[src/rtl/wb_interconnect.sv]
// Single-master Wishbone interconnect: address decode onto 16 slave strobes,
// acknowledge/read-data mux, and a watchdog that bus-errors stalled transfers.
module wb_interconnect #(
  parameter int unsigned TIMEOUT  = 255,
  parameter logic [31:0] ERR_DATA = 32'hFFFF_FFFF
) (
  input  logic         clk,
  input  logic         RSTN,
  input  logic         master_STB,
  input  logic         master_WE,
  input  logic [31:0]  master_ADDR,
  input  logic [31:0]  master_DAT_I,
  output logic [31:0]  master_DAT_O,
  output logic         master_ACK,
  output logic         bus_err,
  output logic [16:0]  slave_STB,
  input  logic [16:0]  slave_ACK,
  output logic         slave_WE,
  output logic [31:0]  slave_ADDR,
  output logic [31:0]  slave_DAT_O,
  input  logic [511:0] slave_DAT_I
);

  localparam logic [15:0] TIMEOUT_C = 16'(TIMEOUT);

  logic [3:0]  sel_s;
  logic        req_s;
  logic        sel_ack_s;
  logic        to_s;
  logic [31:0] sel_dat_s;
  logic [15:0] cnt_q;
  logic [15:0] cnt_d;

  assign sel_s     = master_ADDR[31:28];
  assign req_s     = RSTN & master_STB;
  // Bit 16 of slave_ACK is unreachable because sel is only 4 bits wide.
  assign sel_ack_s = slave_ACK[{1'b0, sel_s}];
  assign sel_dat_s = slave_DAT_I[{sel_s, 5'd0} +: 32];
  // A real slave acknowledge in the timeout cycle wins over the watchdog.
  assign to_s      = req_s & ~sel_ack_s & (cnt_q == TIMEOUT_C);

  assign slave_WE    = master_WE;
  assign slave_ADDR  = master_ADDR;
  assign slave_DAT_O = master_DAT_I;

  // One-hot strobe decode, reserved bit 16 held low.
  always_comb begin
    slave_STB = 17'd0;
    for (int i = 0; i < 16; i++) begin
      if (req_s && (sel_s == 4'(i))) begin
        slave_STB[i] = 1'b1;
      end else begin
        slave_STB[i] = 1'b0;
      end
    end
  end

  // Acknowledge, bus error and read-data selection.
  always_comb begin
    master_ACK   = req_s & (sel_ack_s | to_s);
    bus_err      = to_s;
    master_DAT_O = sel_dat_s;
    if (to_s) begin
      master_DAT_O = ERR_DATA;
    end else begin
      master_DAT_O = sel_dat_s;
    end
  end

  // Watchdog next state: clear on idle or any acknowledge, otherwise saturating count.
  always_comb begin
    cnt_d = cnt_q;
    if (!master_STB || master_ACK) begin
      cnt_d = 16'd0;
    end else if (cnt_q == 16'hFFFF) begin
      cnt_d = cnt_q;
    end else begin
      cnt_d = cnt_q + 16'd1;
    end
  end

  // Watchdog counter register.
  always_ff @(posedge clk or negedge RSTN) begin
    if (!RSTN) begin
      cnt_q <= 16'd0;
    end else begin
      cnt_q <= cnt_d;
    end
  end

endmodule

[config.mk]
export PLATFORM = sky130hd
export DESIGN_NAME = wb_interconnect
export DESIGN_NICKNAME = d
export VERILOG_FILES = /design/src/rtl/wb_interconnect.sv
export SDC_FILE = /design/constraint.sdc
export NUM_CORES = 1
export LEC_CHECK = 0
export CORE_AREA = 3 3 275 277
export CTS_CLUSTER_DIAMETER = 80
export CTS_CLUSTER_SIZE = 12
export DETAILED_ROUTE_END_ITERATION = 8
export DIE_AREA = 0 0 278 280
export PLACE_DENSITY = 0.42
export SKIP_LAST_GASP = 1
export SLEW_MARGIN = 20
export SYNTH_ARGS = -nofsm -noshare
export SYNTH_HDL_FRONTEND = slang
export SYNTH_SLANG_ARGS = --single-unit
[constraint.sdc]
create_clock -name clk -period 3.8 [get_ports clk]
set_input_delay 0.57 -clock clk [delete_from_list [all_inputs] [get_ports clk]]
set_output_delay 0.57 -clock clk [all_outputs]
set_load 0.05 [all_outputs]
# After elaboration in Yosys (flattened, before gate mapping)
# Index checks and enable logic that the tools add are counted.
# totals
ff_bits	16
latch_bits	0
mem_bits_rw	0
rom_bits	0
inputBits	597
word_cells	68
mem_count	0
# classes
n_addsub	1
mul	0
div	0
order_cmp	1
n_eq_ne	18
n_shift	1
mux	21
n_bitwise	6
reduce_logical	19
# ops
op	count
indexed part select 512 x 10 -> 32 bit	1
equality test 4 bit, second input constant	8
2-to-1 mux 16 bit	2
2-to-1 mux 32 bit	1
2-to-1 mux 1 bit	17
adder 16 x 1 -> 16 bit, second input constant	1
equality test 16 bit, second input constant	1
equality test 16 x 8 -> 1 bit, second input constant	1
equality test 4 x 3 -> 1 bit, second input constant	4
logical AND 1 bit	16
equality test 4 x 2 -> 1 bit, second input constant	2
< comparator 4 x 6 -> 1 bit, second input constant	1
bitwise AND 1 bit	4
binary-select mux 1 bit (select 4 bit)	1
equality test 4 x 1 -> 1 bit, second input constant	1
logical NOT 4 bit	1
!= test 2 bit, second input constant	1
logical NOT 1 bit	1
logical OR 1 bit	1
inverter 1 bit	1
OR 1 bit	1

# Longest topological paths before layout
# logic_depth
word_depth	9
depth_mapped	8
depth_no_buf	6

# Worst setup path after synthesis
# OpenSTA, ideal clock, no wires.
# synth_timing
path_type	in2out
startpoint	input master_ADDR[29]
endpoint	output slave_STB[0]
t_arrival_ns	2.543
t_required_ns	3.230
slack_ns	0.687
stages	6
path_buffers	4
cell_sequence	buf_6 buf_6 buf_6 buf_6 or3_1 nor3_1
# synth_between
elab_chain_cells	3
# synth_lines
element	line_no	source
start: declaration	11	input logic [31:0] master_ADDR,
logical NOT 4 bit	50	if (req_s && (sel_s == 4'(i))) begin
logical AND 1 bit	50	
2-to-1 mux 1 bit	50	
end: declaration	16	output logic [16:0] slave_STB,
# No other way between the ends.

# Worst setup path in the final report
# layout_timing
startpoint	input master_ADDR[28]
endpoint	output master_DAT_O[9]
# layout_between
elab_chain_cells	6
# layout_lines
element	line_no	source
branches (longest 5 deep; another with indexed part select 512 x 10 -> 32 bit)	n/a	
2-to-1 mux 32 bit *	63	if (to_s) begin
end: declaration	13	output logic [31:0] master_DAT_O,
# Mark *: on every way between the ends. The select of a mux whose other input is x is not followed.

==> results.txt <==
----------------------------------------------------
[Synth]
  Seq/Total Area, Yosys ... 6.68%
  Synth area leader ... sky130_fd_sc_hd__mux4_2
  Cell variety after synth ... 43
  Number of nets produced by synthesis ... 1045
  Most common cell in the netlist ... sky130_fd_sc_hd__mux4_2
  EDFF count, synth ... 0
  Share of synthesized flip-flops with an asynchronous set or reset ... 100%
  Count of warnings emitted by yosys ... 0
  Number of instances in the synthesized netlist ... ~450
  Post-synth design cell area ... about 6000 µm²
  Register bit total from synthesis ... 16
  Avg Cell Area, Syn ... roughly 13 µm²
  Commonest cells in the synthesized netlist ... sky130_fd_sc_hd__mux4_2 (126), sky130_fd_sc_hd__buf_4 (69), sky130_fd_sc_hd__mux4_1 (35)
  Cell types with the largest area share after synthesis ... sky130_fd_sc_hd__mux4_2 (47%), sky130_fd_sc_hd__mux4_1 (15%), sky130_fd_sc_hd__buf_4 (8.6%)
  Top cell type's share of synthesized area ... a little under half
  Most used flip-flop cell after synthesis ... sky130_fd_sc_hd__dfrtp_1

[Die]
  IO Pins ... 713
  Overall die width ... 278 µm
  Row count ... 99
  Total die area ... roughly 78000 µm²
  Floorplan die height ... about 280 µm
  Core area ... roughly 73000 µm²
  Starting Density ... 8.20%

[Timing]
  Final hold violation count ... 0
  Setup TNS after final layout ... 0 ns
  RSZ-0062 raised after global routing ... false
  Number of setup violations in the final report ... 0
  Transition at the pin with the smallest max-transition slack ... 0.826 ns
  Highest attainable clock frequency ... 295 MHz
  Max Slew Vio Count ... 0
  Final worst-path cycle share ... 89.3%
  Min setup slack post-route ... approximately 0.41 ns
  Worst Clk Skew ... around 0.0060 ns
  Final critical path time including I/O delays and setup ... roughly 3.4 ns
  Max transition margin ... between 40% and 50%

[Placement]
  Global placement routability congestion ... slightly below 0.9
  Placed cell area ... 12900 µm²
  Half-perimeter wire length of the detailed placement result ... about 38 mm
  Worst slack after detailed placement ... between 0.3 and 0.4 ns
  Post-Place Cells ... around 1900
  Buffers on Ports ... approximately 590

[Critical path]
  Startpoint types ... primary input
  Cell-by-cell trace of the critical path ... buf_8, buf_12, buf_4, mux4_2, mux4_2, or2_1, buf_12
  Peak per-stage delay on the critical path ... roughly 0.53 ns
  Data arrival, critical path ... 2.82 ns
  Cell with the largest stage delay on the worst path ... sky130_fd_sc_hd__mux4_2
  Dominant delay contributor by cell family on the critical path ... multiplexers
  Number of buffers and inverters on the critical path ... 4
  Required @ worst endpoint ... between 3 and 4 ns
  Endpoint type of the worst setup path ... output pin
  Startpoint-to-endpoint class of the critical path ... in2out
  Largest fanout of any net on the critical path ... 40

[Final layout]
  Reg with most FFs ... cnt_q
  Layout filler cell count ... roughly 8000
  Area of all placed cells without fillers ... about 13000 µm²
  Number of flip-flops in the largest register ... 16
  Final core utilization ... between 15 and 20%
  Layout overhead on the synthesized area ... 117%
  Post-layout net count ... between 1500 and 2000
  Number of standard cells in the layout, taps in and fillers out ... between 1500 and 2000
  Fraction of final layout cells with drive strength greater than 1 ... 23.3%
  Largest registers ranked by flip-flop count ... cnt_q: 16 flops

[Power and ir drop]
  Clock network fraction of design power ... between 10% and 20%
  Share of total power in combinational logic ... 80.3%
  Reported net switching power ... between 0.0006 and 0.0007 W
  Switch share ... about 33%
  Worst voltage drop across the vdd grid ... roughly 0.11 mV
  Int Power ... approximately 0.0014 W
  Power density over cell area ... 159 nW/µm²
  Static leakage ... ~4.5 nW
  Proportion of power drawn by flip-flops and latches ... under 10%

[Routing]
  Residual DRC ... 0
  Routed length per placed instance ... about 22 µm
  Final Routed Wirelength ... ~43 mm
  Via count ... between 6000 and 7000
  DRC violation total after the first TritonRoute iteration ... about 270
  Post-DRT Antenna Nets ... 0
  Detail-routed via count per cell ... around 3.5
  1st-pass router iterations ... 6

[CTS]
  Clock latency on the worst-skew pair ... 0.25 ns
  Cts repair resizes ... 0
  Sink count of the clock tree ... 16
  Root buffer cell ... sky130_fd_sc_hd__clkbuf_16
  Clock tree from TritonCTS ... yes
  Longest Clk Path Bufs ... 2
  Clock H-tree levels ... 1
  Setup Buffers After CTS ... 0
  Hold buffer count at CTS ... 0
  Clock buffer count from CTS ... 3
  Clock slew at reported path FFs ... around 0.050 ns

[Run status]
  Status ... finished, final reports clean

[Global routing]
  Global-route usage over all layers ... between 10% and 20%
  Via count of the first global-routing pass ... ~7300
  Overflow left after global routing ... 0
  First-pass GRT wire length ... between 50 and 60 mm
  Maximum number of pins on one net before global-route repair ... 58
  Number of antenna violations at the first check in global routing ... 15

[Hold path]
  Path class of the lowest-slack min-delay path ... reg2reg

[Flow run]
  Max cap viols ... 0

----------------------------------------------------
layout make-up:
class / instances / area [µm²] / area share (%)
Inverter: 2 / 7.51 / 0.0578
Tap cell: 959 / 1200 / 9.24
Antenna cell: 2 / 5.00 / 0.0385
Timing Repair Buffer: 629 / 6590 / 50.7
Sequential cell: 16 / 400 / 3.08
Clock buffer: 4 / 88.8 / 0.684
Multi-Input combinational cell: 315 / 4700 / 36.2
per-layer routing:
layer  GRT usage [%]  share of wire (%)  wire length [µm]  vias up
met5               0               0.26               112        -
met4            1.79                1.6               702       16
met3            3.01                 10              4330       43
met2            18.5                 50             21500      447
met1            12.6                 39             16700     3268
li1                -                  -                 -     2883
cell usage in the layout, fill, tap and decap left out, types with 2 or more instances in the layout:
cell,count
sky130_fd_sc_hd__buf_12,41
sky130_fd_sc_hd__mux4_1,35
sky130_fd_sc_hd__and2_1,2
sky130_fd_sc_hd__dfrtp_1,16
sky130_fd_sc_hd__nor2_1,31
sky130_fd_sc_hd__mux2i_1,12
sky130_fd_sc_hd__a31oi_1,2
sky130_fd_sc_hd__nand3_1,9
sky130_fd_sc_hd__nand4_1,3
sky130_fd_sc_hd__inv_1,2
sky130_fd_sc_hd__nor4_1,2
sky130_fd_sc_hd__nand2_1,13
sky130_fd_sc_hd__diode_2,2
sky130_fd_sc_hd__clkbuf_16,3
sky130_fd_sc_hd__nand2b_1,3
sky130_fd_sc_hd__buf_4,47
sky130_fd_sc_hd__xnor2_1,6
sky130_fd_sc_hd__or2_1,32
sky130_fd_sc_hd__and4_1,2
sky130_fd_sc_hd__a211oi_1,5
sky130_fd_sc_hd__and3_1,2
sky130_fd_sc_hd__a2111oi_0,2
sky130_fd_sc_hd__a21oi_1,5
sky130_fd_sc_hd__nor3_1,8
sky130_fd_sc_hd__mux4_2,126
sky130_fd_sc_hd__clkdlybuf4s50_1,538
final timing paths:
kind                                 start              end  slack [ns]  cells past startpoint
setup / recovery           master_ADDR[28]  master_DAT_O[9]        0.41                      7
hold / removal                    cnt_q[1]         cnt_q[1]        0.58                      2
setup reg to reg                  cnt_q[0]         cnt_q[1]        1.52                      6
hold reg to reg                   cnt_q[1]         cnt_q[1]        0.58                      2
max in group asynchronous             RSTN         cnt_q[3]        2.88                      2
min in group asynchronous             RSTN        cnt_q[11]        0.72                      2
tightest hold or removal path, stage by stage, from the launching register on:
cell and delay [ns]:
sky130_fd_sc_hd__dfrtp_1 0.37, sky130_fd_sc_hd__mux2i_1 0.08, sky130_fd_sc_hd__nor2_1 0.08
cell families (layout without fill, tap and decap cells):
logic type / count (synthesis) / count (layout) / synth area share [%]
and+or+nand+nor: 113 / 113 / 10.0
muxes: 173 / 173 / 64.7
AOI/OAI and AO/OA: 20 / 20 / 2.36
buffers and inverters: 116 / 635 / 14.9
xor gates and xnor gates: 7 / 7 / 1.02
adders and majority gates: 1 / 1 / 0.209
DFF: 16 / 16 / 6.68
other: 1 / 3 / 0.0626
per-stage QoR:
stage | hold slack (ns) | power, W
after detailed placement | 0.578 | 0.00186
after CTS | 0.587 | 0.00210
after global placement | 0.565 | 0.00186
final | 0.577 | 0.00206
after floorplan | 0.274 | 0.00105
after global routing | 0.622 | 0.00217
power by group through the flow:
stage               Clock, W  Sequential [W]  Combinational (W)
floorplan                  0        0.000181           0.000868
global placement           0        0.000182            0.00167
detailed placement         0        0.000182            0.00168
CTS                 0.000233        0.000179            0.00169
global route        0.000241        0.000180            0.00174
finish              0.000228        0.000179            0.00166
Power figures use the tool's default switching activity.
